--- src/rtl/price_sched_if.sv ---
// ---------------------------------------------------------------------------
// price_sched_if
//   Bundles every non-clock signal of price_sched: the two checkout-lane
//   request channels, the unit_price datapath hookup and the per-lane
//   results.
//
//   Lane channel handshake: an item transfers on a rising clock edge where
//   reqN_valid and reqN_ready are both high. The requester holds valid and
//   its data stable until that edge; it may drop valid earlier, in which
//   case nothing is accepted. ready is combinational and may only rise
//   while the controller is idle.
//
//   Modports:
//     master - lane logic / datapath side (drives requests and dp_result)
//     slave  - price_sched side
// ---------------------------------------------------------------------------
interface price_sched_if;
    // lane 0 request channel
    logic        req0_valid;
    logic [3:0]  req0_price;
    logic [3:0]  req0_num;
    logic        req0_last;
    logic        req0_ready;
    // lane 1 request channel
    logic        req1_valid;
    logic [3:0]  req1_price;
    logic [3:0]  req1_num;
    logic        req1_last;
    logic        req1_ready;
    // datapath hookup
    logic [3:0]  dp_price;
    logic [3:0]  dp_num;
    logic        dp_start;
    logic [7:0]  dp_result;
    // per-lane results and status
    logic [11:0] total0;
    logic [11:0] total1;
    logic        ovf0;
    logic        ovf1;
    logic        done0;
    logic        done1;
    logic        busy;
    logic [1:0]  dbg_state;

    modport master (
        output req0_valid, req0_price, req0_num, req0_last,
        input  req0_ready,
        output req1_valid, req1_price, req1_num, req1_last,
        input  req1_ready,
        input  dp_price, dp_num, dp_start,
        output dp_result,
        input  total0, total1, ovf0, ovf1, done0, done1, busy, dbg_state
    );

    modport slave (
        input  req0_valid, req0_price, req0_num, req0_last,
        output req0_ready,
        input  req1_valid, req1_price, req1_num, req1_last,
        output req1_ready,
        output dp_price, dp_num, dp_start,
        input  dp_result,
        output total0, total1, ovf0, ovf1, done0, done1, busy, dbg_state
    );
endinterface

--- src/rtl/price_sched.sv ---
// ---------------------------------------------------------------------------
// price_sched
//   Shares one fixed-latency unit-price datapath (4b price x 4b num -> 8b)
//   between two checkout lanes. Items are accepted one at a time with
//   round-robin arbitration, issued to the datapath, and their products
//   accumulated into a per-lane 12-bit saturating total. The last item of a
//   lane's transaction produces a one-cycle done pulse together with the
//   final total.
//
//   Parameter:
//     LAT  datapath latency, dp_start cycle to dp_result valid (1..15)
//
//   Ports:
//     clk  rising-edge clock
//     rst  asynchronous active-low reset
//     bus  price_sched_if.slave:
//            req0_* / req1_*   lane request channels (valid/ready)
//            dp_price, dp_num  operands, held from ISSUE through ACC
//            dp_start          one-cycle issue strobe (registered)
//            dp_result         product, sampled in ACC
//            total0/1, ovf0/1  running totals and sticky saturation flags
//            done0/1           transaction-complete pulses
//            busy              controller not idle
//            dbg_state         current FSM state
//
//   Accept at cycle T -> dp_start at T+1 -> dp_result sampled at T+1+LAT ->
//   total/done visible (and next accept possible) at T+2+LAT.
// ---------------------------------------------------------------------------
module price_sched #(
    parameter int unsigned LAT = 1
) (
    input  logic         clk,
    input  logic         rst,
    price_sched_if.slave bus
);

    typedef enum logic [1:0] {
        S_IDLE  = 2'd0,
        S_ISSUE = 2'd1,
        S_WAIT  = 2'd2,
        S_ACC   = 2'd3
    } state_t;

    // Number of WAIT cycles between ISSUE and ACC.
    localparam logic [3:0] LAT_M1 = 4'(LAT - 1);

    state_t      r_state;
    logic [3:0]  r_price;
    logic [3:0]  r_num;
    logic        r_last;
    logic        r_lane;      // lane of the item in flight
    logic        r_rr_last;   // lane granted most recently (1 after reset)
    logic [3:0]  r_wait_cnt;
    logic [11:0] r_total0;
    logic [11:0] r_total1;
    logic        r_ovf0;
    logic        r_ovf1;
    logic        r_fresh0;    // next lane-0 accept starts a new transaction
    logic        r_fresh1;    // next lane-1 accept starts a new transaction
    logic        r_done0;
    logic        r_done1;
    logic        r_dp_start;

    logic        w_idle;
    logic        w_sel;
    logic        w_rdy0;
    logic        w_rdy1;
    logic        w_accept;
    logic [11:0] w_cur_total;
    logic [12:0] w_sum;
    logic [11:0] w_sat_total;

    assign w_idle = (r_state == S_IDLE);

    // Lane selection: a lone valid lane wins; on a tie the lane that was
    // not granted last wins.
    always_comb begin
        w_sel = 1'b0;
        if (bus.req0_valid && bus.req1_valid) begin
            w_sel = ~r_rr_last;
        end else begin
            w_sel = bus.req1_valid;
        end
    end

    assign w_rdy0   = w_idle && bus.req0_valid && !w_sel;
    assign w_rdy1   = w_idle && bus.req1_valid &&  w_sel;
    assign w_accept = w_rdy0 || w_rdy1;

    // 13-bit intermediate so a carry out of 12 bits marks saturation.
    assign w_cur_total = r_lane ? r_total1 : r_total0;
    assign w_sum       = {1'b0, w_cur_total} + {5'd0, bus.dp_result};
    assign w_sat_total = w_sum[12] ? 12'hFFF : w_sum[11:0];

    always_ff @(posedge clk or negedge rst) begin
        if (!rst) begin
            r_state    <= S_IDLE;
            r_price    <= 4'd0;
            r_num      <= 4'd0;
            r_last     <= 1'b0;
            r_lane     <= 1'b0;
            r_rr_last  <= 1'b1;
            r_wait_cnt <= 4'd0;
            r_total0   <= 12'd0;
            r_total1   <= 12'd0;
            r_ovf0     <= 1'b0;
            r_ovf1     <= 1'b0;
            r_fresh0   <= 1'b1;
            r_fresh1   <= 1'b1;
            r_done0    <= 1'b0;
            r_done1    <= 1'b0;
            r_dp_start <= 1'b0;
        end else begin
            r_done0    <= 1'b0;
            r_done1    <= 1'b0;
            r_dp_start <= 1'b0;

            case (r_state)
                S_IDLE: begin
                    if (w_accept) begin
                        r_price    <= w_sel ? bus.req1_price : bus.req0_price;
                        r_num      <= w_sel ? bus.req1_num   : bus.req0_num;
                        r_last     <= w_sel ? bus.req1_last  : bus.req0_last;
                        r_lane     <= w_sel;
                        r_rr_last  <= w_sel;
                        r_dp_start <= 1'b1;
                        r_state    <= S_ISSUE;
                        // First item of a new transaction: the old total
                        // and overflow flag are discarded for this lane.
                        if (!w_sel && r_fresh0) begin
                            r_total0 <= 12'd0;
                            r_ovf0   <= 1'b0;
                            r_fresh0 <= 1'b0;
                        end
                        if (w_sel && r_fresh1) begin
                            r_total1 <= 12'd0;
                            r_ovf1   <= 1'b0;
                            r_fresh1 <= 1'b0;
                        end
                    end
                end

                S_ISSUE: begin
                    if (LAT_M1 == 4'd0) begin
                        r_state <= S_ACC;
                    end else begin
                        r_wait_cnt <= LAT_M1;
                        r_state    <= S_WAIT;
                    end
                end

                S_WAIT: begin
                    r_wait_cnt <= r_wait_cnt - 4'd1;
                    if (r_wait_cnt == 4'd1) begin
                        r_state <= S_ACC;
                    end
                end

                S_ACC: begin
                    if (r_lane) begin
                        r_total1 <= w_sat_total;
                        if (w_sum[12]) begin
                            r_ovf1 <= 1'b1;
                        end
                        if (r_last) begin
                            r_done1  <= 1'b1;
                            r_fresh1 <= 1'b1;
                        end
                    end else begin
                        r_total0 <= w_sat_total;
                        if (w_sum[12]) begin
                            r_ovf0 <= 1'b1;
                        end
                        if (r_last) begin
                            r_done0  <= 1'b1;
                            r_fresh0 <= 1'b1;
                        end
                    end
                    r_state <= S_IDLE;
                end

                default: begin
                    r_state <= S_IDLE;
                end
            endcase
        end
    end

    assign bus.req0_ready = w_rdy0;
    assign bus.req1_ready = w_rdy1;
    assign bus.dp_price   = r_price;
    assign bus.dp_num     = r_num;
    assign bus.dp_start   = r_dp_start;
    assign bus.total0     = r_total0;
    assign bus.total1     = r_total1;
    assign bus.ovf0       = r_ovf0;
    assign bus.ovf1       = r_ovf1;
    assign bus.done0      = r_done0;
    assign bus.done1      = r_done1;
    assign bus.busy       = !w_idle;
    assign bus.dbg_state  = r_state;

endmodule

--- src/flat_wrapper.sv ---
// flat-port wrapper written by rule: the top's interface ports become plain ports
module price_sched_flat 
#(
    parameter int unsigned LAT = 1
)
  (clk, rst, bus_req0_valid, bus_req0_price, bus_req0_num, bus_req0_last, bus_req0_ready, bus_req1_valid, bus_req1_price, bus_req1_num, bus_req1_last, bus_req1_ready, bus_dp_price, bus_dp_num, bus_dp_start, bus_dp_result, bus_total0, bus_total1, bus_ovf0, bus_ovf1, bus_done0, bus_done1, bus_busy, bus_dbg_state);
  price_sched_if bus_i ();
  input  logic clk;
  input  logic rst;
  input wire logic [$bits(bus_i.req0_valid)-1:0] bus_req0_valid;
  input wire logic [$bits(bus_i.req0_price)-1:0] bus_req0_price;
  input wire logic [$bits(bus_i.req0_num)-1:0] bus_req0_num;
  input wire logic [$bits(bus_i.req0_last)-1:0] bus_req0_last;
  output wire logic [$bits(bus_i.req0_ready)-1:0] bus_req0_ready;
  input wire logic [$bits(bus_i.req1_valid)-1:0] bus_req1_valid;
  input wire logic [$bits(bus_i.req1_price)-1:0] bus_req1_price;
  input wire logic [$bits(bus_i.req1_num)-1:0] bus_req1_num;
  input wire logic [$bits(bus_i.req1_last)-1:0] bus_req1_last;
  output wire logic [$bits(bus_i.req1_ready)-1:0] bus_req1_ready;
  output wire logic [$bits(bus_i.dp_price)-1:0] bus_dp_price;
  output wire logic [$bits(bus_i.dp_num)-1:0] bus_dp_num;
  output wire logic [$bits(bus_i.dp_start)-1:0] bus_dp_start;
  input wire logic [$bits(bus_i.dp_result)-1:0] bus_dp_result;
  output wire logic [$bits(bus_i.total0)-1:0] bus_total0;
  output wire logic [$bits(bus_i.total1)-1:0] bus_total1;
  output wire logic [$bits(bus_i.ovf0)-1:0] bus_ovf0;
  output wire logic [$bits(bus_i.ovf1)-1:0] bus_ovf1;
  output wire logic [$bits(bus_i.done0)-1:0] bus_done0;
  output wire logic [$bits(bus_i.done1)-1:0] bus_done1;
  output wire logic [$bits(bus_i.busy)-1:0] bus_busy;
  output wire logic [$bits(bus_i.dbg_state)-1:0] bus_dbg_state;
  assign bus_i.req0_valid = bus_req0_valid;
  assign bus_i.req0_price = bus_req0_price;
  assign bus_i.req0_num = bus_req0_num;
  assign bus_i.req0_last = bus_req0_last;
  assign bus_req0_ready = bus_i.req0_ready;
  assign bus_i.req1_valid = bus_req1_valid;
  assign bus_i.req1_price = bus_req1_price;
  assign bus_i.req1_num = bus_req1_num;
  assign bus_i.req1_last = bus_req1_last;
  assign bus_req1_ready = bus_i.req1_ready;
  assign bus_dp_price = bus_i.dp_price;
  assign bus_dp_num = bus_i.dp_num;
  assign bus_dp_start = bus_i.dp_start;
  assign bus_i.dp_result = bus_dp_result;
  assign bus_total0 = bus_i.total0;
  assign bus_total1 = bus_i.total1;
  assign bus_ovf0 = bus_i.ovf0;
  assign bus_ovf1 = bus_i.ovf1;
  assign bus_done0 = bus_i.done0;
  assign bus_done1 = bus_i.done1;
  assign bus_busy = bus_i.busy;
  assign bus_dbg_state = bus_i.dbg_state;
  price_sched #(.LAT(LAT)) u_core (.clk(clk), .rst(rst), .bus(bus_i));
endmodule
--- config.mk ---
export PLATFORM = sky130hd
export DESIGN_NAME = price_sched_flat
export DESIGN_NICKNAME = d
export VERILOG_FILES = /design/src/rtl/price_sched_if.sv /design/src/rtl/price_sched.sv /design/src/flat_wrapper.sv
export SDC_FILE = /design/constraint.sdc
export NUM_CORES = 1
export LEC_CHECK = 0
export CELL_PAD_IN_SITES_DETAIL_PLACEMENT = 0
export CELL_PAD_IN_SITES_GLOBAL_PLACEMENT = 1
export CORE_MARGIN = 3
export CORE_UTILIZATION = 40
export CTS_CLUSTER_SIZE = 8
export DETAILED_ROUTE_END_ITERATION = 8
export PLACE_DENSITY = 0.91
export SETUP_SLACK_MARGIN = 0.05
export SYNTH_ARGS = -nofsm -noshare
export SYNTH_HDL_FRONTEND = slang
export SYNTH_SLANG_ARGS = --single-unit
export TNS_END_PERCENT = 5
--- constraint.sdc ---
create_clock -name clk -period 4.9 [get_ports clk]
set_input_delay 0.49 -clock clk [delete_from_list [all_inputs] [get_ports clk]]
set_output_delay 0.49 -clock clk [all_outputs]
set_load 0.005 [all_outputs]
# Word level (Yosys, flattened, before mapping)
# Index checks and enable logic that the tools add are counted.
# Widths: inputs -> output; s select.
[classes] n_reduce_logical=20 mux=38 n_eq_ne=12 n_bitwise=1 addsub=2
[op_table] cell="$mux 12" n=8
[op_table] cell="$pmux 12 s2" n=2
[op_table] cell="$reduce_and 5->1" n=4
[op_table] cell="$mux 1" n=19
[op_table] cell="$add 12x8->13" n=1
[op_table] cell="$mux 4" n=2
[op_table] cell="$ne 2x1->1 const B" n=4
[op_table] cell="$ne 2x2->1 const B" n=4
[op_table] cell="$pmux 1 s2" n=4
[op_table] cell="$pmux 2 s4" n=1
[op_table] cell="$reduce_and 4->1" n=2
[op_table] cell="$logic_and 1x1->1" n=7
[op_table] cell="$eq 2x2->1 const B" n=2
[op_table] cell="$eq 4x1->1 const B" n=1
[op_table] cell="$mux 2" n=2
[op_table] cell="$reduce_and 2->1" n=2
[op_table] cell="$sub 4x1->4 const B" n=1
[op_table] cell="$eq 2x1->1 const B" n=1
[op_table] cell="$logic_not 1->1" n=2
[op_table] cell="$logic_not 2->1" n=1
[op_table] cell="$reduce_bool 2->1" n=1
[op_table] cell="$logic_or 1x1->1" n=1
[op_table] cell="$not 1->1" n=1
[totals] inputBits=30 elab_cells=89 register_bits=48

# Logic depth before layout (Yosys ltp)
[depth] word_depth=7 depth_mapped=11 mapped_depth_nobuf=8

# Least setup slack after synthesis
# OpenSTA, ideal clock, no wires.
[synth_path] path_kind="register to register" startpoint="register u_core.r_lane" endpoint="register u_core.r_total0[10] (netlist: u_core.bus.total0[10])" stages_incl_launch_ff=10 arrival_ps=2790 synth_period_minus_slack_ps=2915 required_ps=4775 path_buffers=2 setup_slack_ps=1985 cell_sequence="dfrtp_1 -> buf_4 -> buf_1 -> mux2_2 -> fa_1 -> a211oi_2 -> o21bai_4 -> and3_1 -> o221a_1 -> mux2_2"
[synth_between] elab_chain_cells=5
[synth_rtl] element="start, declared" line_no="price_sched.sv:51" rtl="logic r_lane;"
[synth_rtl] element="start signal, assigned" line_no="price_sched.sv:124" rtl="r_lane <= w_sel;"
[synth_rtl] element="$mux 12" line_no="price_sched.sv:91" rtl="assign w_cur_total = r_lane ? r_total1 : r_total0;"
[synth_rtl] element="$add 12x8->13" line_no="price_sched.sv:92" rtl="assign w_sum = {1'b0, w_cur_total} + {5'd0, bus.dp_result};"
[synth_rtl] element="$mux 12" line_no="price_sched.sv:93" rtl="assign w_sat_total = w_sum[12] ? 12'hFFF : w_sum[11:0];"
[synth_rtl] element="$mux 12" line_no="price_sched.sv:160" rtl="if (r_lane) begin"
[synth_rtl] element="$pmux 12 s2" line_no="price_sched.sv:118" rtl="case (r_state)"
[synth_rtl] element="end signal, assigned" line_no="price_sched.sv:170" rtl="r_total0 <= w_sat_total;"
[synth_rtl] element="end, declared" line_no="price_sched.sv:54" rtl="logic [11:0] r_total0;"
# Parallel ways exist; a longest one is shown, timed or not. The select of a mux whose other input is x is not followed.
# A chain may end at the register's enable or synchronous reset.

# Worst setup path in the final report
[layout_path] startpoint="register u_core.r_lane" endpoint="register u_core.r_total1[5] (netlist: u_core.bus.total1[5])"
[layout_between] elab_chain_cells=5
[layout_rtl] element="$mux 12" line_no="price_sched.sv:91"
[layout_rtl] element="$add 12x8->13" line_no="price_sched.sv:92"
[layout_rtl] element="$mux 12" line_no="price_sched.sv:93"
[layout_rtl] element="$mux 12" line_no="price_sched.sv:160"
[layout_rtl] element="$pmux 12 s2" line_no="price_sched.sv:118"
[layout_rtl] element="end signal, assigned" line_no="price_sched.sv:161" rtl="r_total1 <= w_sat_total;"
[layout_rtl] element="end, declared" line_no="price_sched.sv:55" rtl="logic [11:0] r_total1;"
# Parallel ways exist; a longest one is shown, timed or not. The select of a mux whose other input is x is not followed.

==> flow_summary.toml <==
[grt]
grt_remaining_overflow = 0
antenna_found_initial = 0
grt.total_usage_pct = 17.8
grt_pass1_wl_mm = 11.0
grt_max_degree = 49
grt_pass1_vias = 2316

[place]
port-buffer-count = 71
place_inst = 414
place_ws_ns = 1.79
place.gp.congestion = 0.880
place_area_mm2 = 0.00349
dp_hpwl_mm = 4.75

[routing]
wirelength_mm = 6.41
drt_iter0_markers = 118
drt.antenna.violating_nets = 0
wl_met1_mm = 2.84
dr_total_vias = 2315
viasPerCell = 5.49
met2WireLength_mm = 2.99
wl_per_cell_um = 15.2
drcViolationCount = 0
first_pass_iters = 5
highest_layer = "met4"
route.met3.wl_um = 515

[yosys]
synth_top_cells_by_area = "dfrtp_1 (42%), ha_1 (6.5%), mux2_2 (5.8%)"
syn_nets = 318
netlist_instances = 273
synth_area_per_cell_um2 = 9.94
yosys.area.top_type_share_pct = 41.5
synthFlopType = "dfrtp_1"
synth_edf_count = 0
syn-cell-area_mm2 = 0.00271
yosysMostFrequentCell = "dfrtp_1"
ys_ff_latch = 48
yosys_warnings = 0
yosys.area.top_type = "dfrtp_1"
async_reset_ff_share_pct = 100
yosysSeqAreaShare_pct = 44.4
ys_types = 50
synth_commonest_cells = "dfrtp_1 (45), nand2_1 (35), nor2_1 (21), o21ai_0 (19)"

[setup_path]
arrival_ns = 3.31
start_kind = "flip-flop"
worstReg2RegStart = "u_core.r_lane"
slowest_delay_ns = 0.57
crit_path_end_kind = "flip-flop"
r2r-end = "u_core.bus.total1[5]"
crit_type = "reg2reg"
reg2reg_depth = 8
crit_path_top_delay_cell = "dfrtp_1"
crit_top_cell = "mux2_2"
critPathRequiredTime_ns = 5.11
cp_cell_sequence = "mux2_2 > ha_1 > fa_1 > a211oi_2 > o21bai_4 > and3_1 > o21a_1 > mux2_2"
crit_fanout = 11
reg2reg_setup_slack_ns = 1.79
cp_top_family = "compound AO/OA/AOI/OAI gates"
cp_num_buf_inv = 0

[die]
dieArea_mm2 = 0.00781
start_util_pct = 42.0
core_mm2 = 0.00646
rows = 29
io_pins = 72
die_h_um = 88.4
die_w_um = 88.4

[pwr]
leakagePower_nw = 1.63
totalPowerFinal_mw = 2.14
ir_worst_vdd_uv = 311
powerDensity_mw_per_mm2 = 599

[cells_and_area]
drive_gt1_share_pct = 9.28
fin_cells = 422
fin_util_pct = 55.3
diodes = 0
syn2layout_area_growth_pct = 31.6
fin_nets = 389
fillCellCount = 597
design_area_mm2 = 0.00357

[clock_tree]
cts-root-buf = "clkbuf_8"
path_clk_slew_ns = 0.09
cts_tree = "yes"
cts_hold_buf = 0
post_cts_buffers = 0
htree_levels = 2
cts.sinks = 48
cts_repair_resize_count = 0
cts_made_buffers = 5
clock_latency_ns = 0.31
clockBufferDepth = 2

[timing]
maxSlewViolCount = 0
worstMarginPinSlew_ns = 1.07
setup_viol = 0
clock.fmax_mhz = 322
clock_skew_ns = 0.0111
setup_tns_ns = 0
fin_crit_ns = 3.11
fin_crit_sh_pct = 63.4
rsz0062_at_grt = "false"
fin_ws_ns = 1.79
hold_viol = 0
slew_headroom_pct = 28.4
timing.hold.ws_ns = 0.375

[min_path]
hold_class = "in2async"

[flow_run]
maxCapViolCount = 0

[status]
status = "completed"
## layer usage
metal	GRT usage, %	vias up
met5	0	-
met4	5.22	0
met3	5.49	6
met2	28.3	79
met1	23.4	1115
li1	-	1115
## report_power, final
part | internal [mW] | leakage [nW] | switching (mW)
sequential | 0.555 | 0.609 | 0.126
combinational | 0.587 | 0.977 | 0.635
clock | 0.100 | 0.0422 | 0.133
## worst max-delay path by stage
| stage | startpoint | endpoint | slack (ns) | cells past startpoint |
|---|---|---|---|---|
| 3_5_place_dp | bus_dp_result[0] | u_core.bus.total0[5] | 1.79 | 8 |
| 3_3_place_gp | bus_dp_result[0] | u_core.bus.total1[5] | 1.84 | 8 |
| 2_1_floorplan | u_core.r_lane | u_core.bus.total0[10] | 1.99 | 9 |
| 6_report | u_core.r_lane | u_core.bus.total1[5] | 1.79 | 8 |
| 4_1_cts | u_core.r_lane | u_core.bus.total1[5] | 1.80 | 8 |
| 5_1_grt | u_core.r_lane | u_core.bus.total0[5] | 1.63 | 8 |
## final cells by class
class	instances	area, um^2	share of cell area [%]
clock buffer	7	76.3	2.14
tap	77	96.3	2.70
timing repair buffer	74	728	20.4
clock inverter	1	5.00	0.140
multi-input combinational	202	1410	39.5
sequential	48	1200	33.8
inverter	13	48.8	1.37
## sequential cells by signal, indices dropped and copies added (netlist names), 2 cells and up
register and flops:
u_core.bus.total1 12, u_core.bus.dbg_state 2, u_core.r_wait_cnt 4, u_core.bus.total0 12
u_core.bus.dp_num 4, u_core.bus.dp_price 4
## placed cells by master, fill, tap and decap left out, types with 5 or more instances in the layout
cell type	netlist	final
inv_1	13	13
mux2i_1	13	13
clkdlybuf4s50_1	0	70
a21oi_1	13	13
clkbuf_8	0	5
ha_1	14	14
mux2_2	14	14
dfrtp_1	45	45
xnor2_1	5	5
o21ai_0	19	18
nor2_1	21	21
o21ai_1	13	14
xor2_1	5	5
nand2_1	35	35
## cells by family (layout without fill, tap and decap cells)
kind of cell | after synthesis | in the layout | share of synthesized area, %
muxes | 27 | 27 | 10.6
xor gates and xnor gates | 10 | 10 | 3.23
AOI/OAI and AO/OA | 74 | 74 | 18.2
buffers and inverters | 23 | 95 | 3.60
adders and majority gates | 15 | 15 | 7.20
and+or+nand+nor | 76 | 76 | 12.8
DFF | 48 | 48 | 44.4
Note: power is estimated with default switching activity, not from simulation.
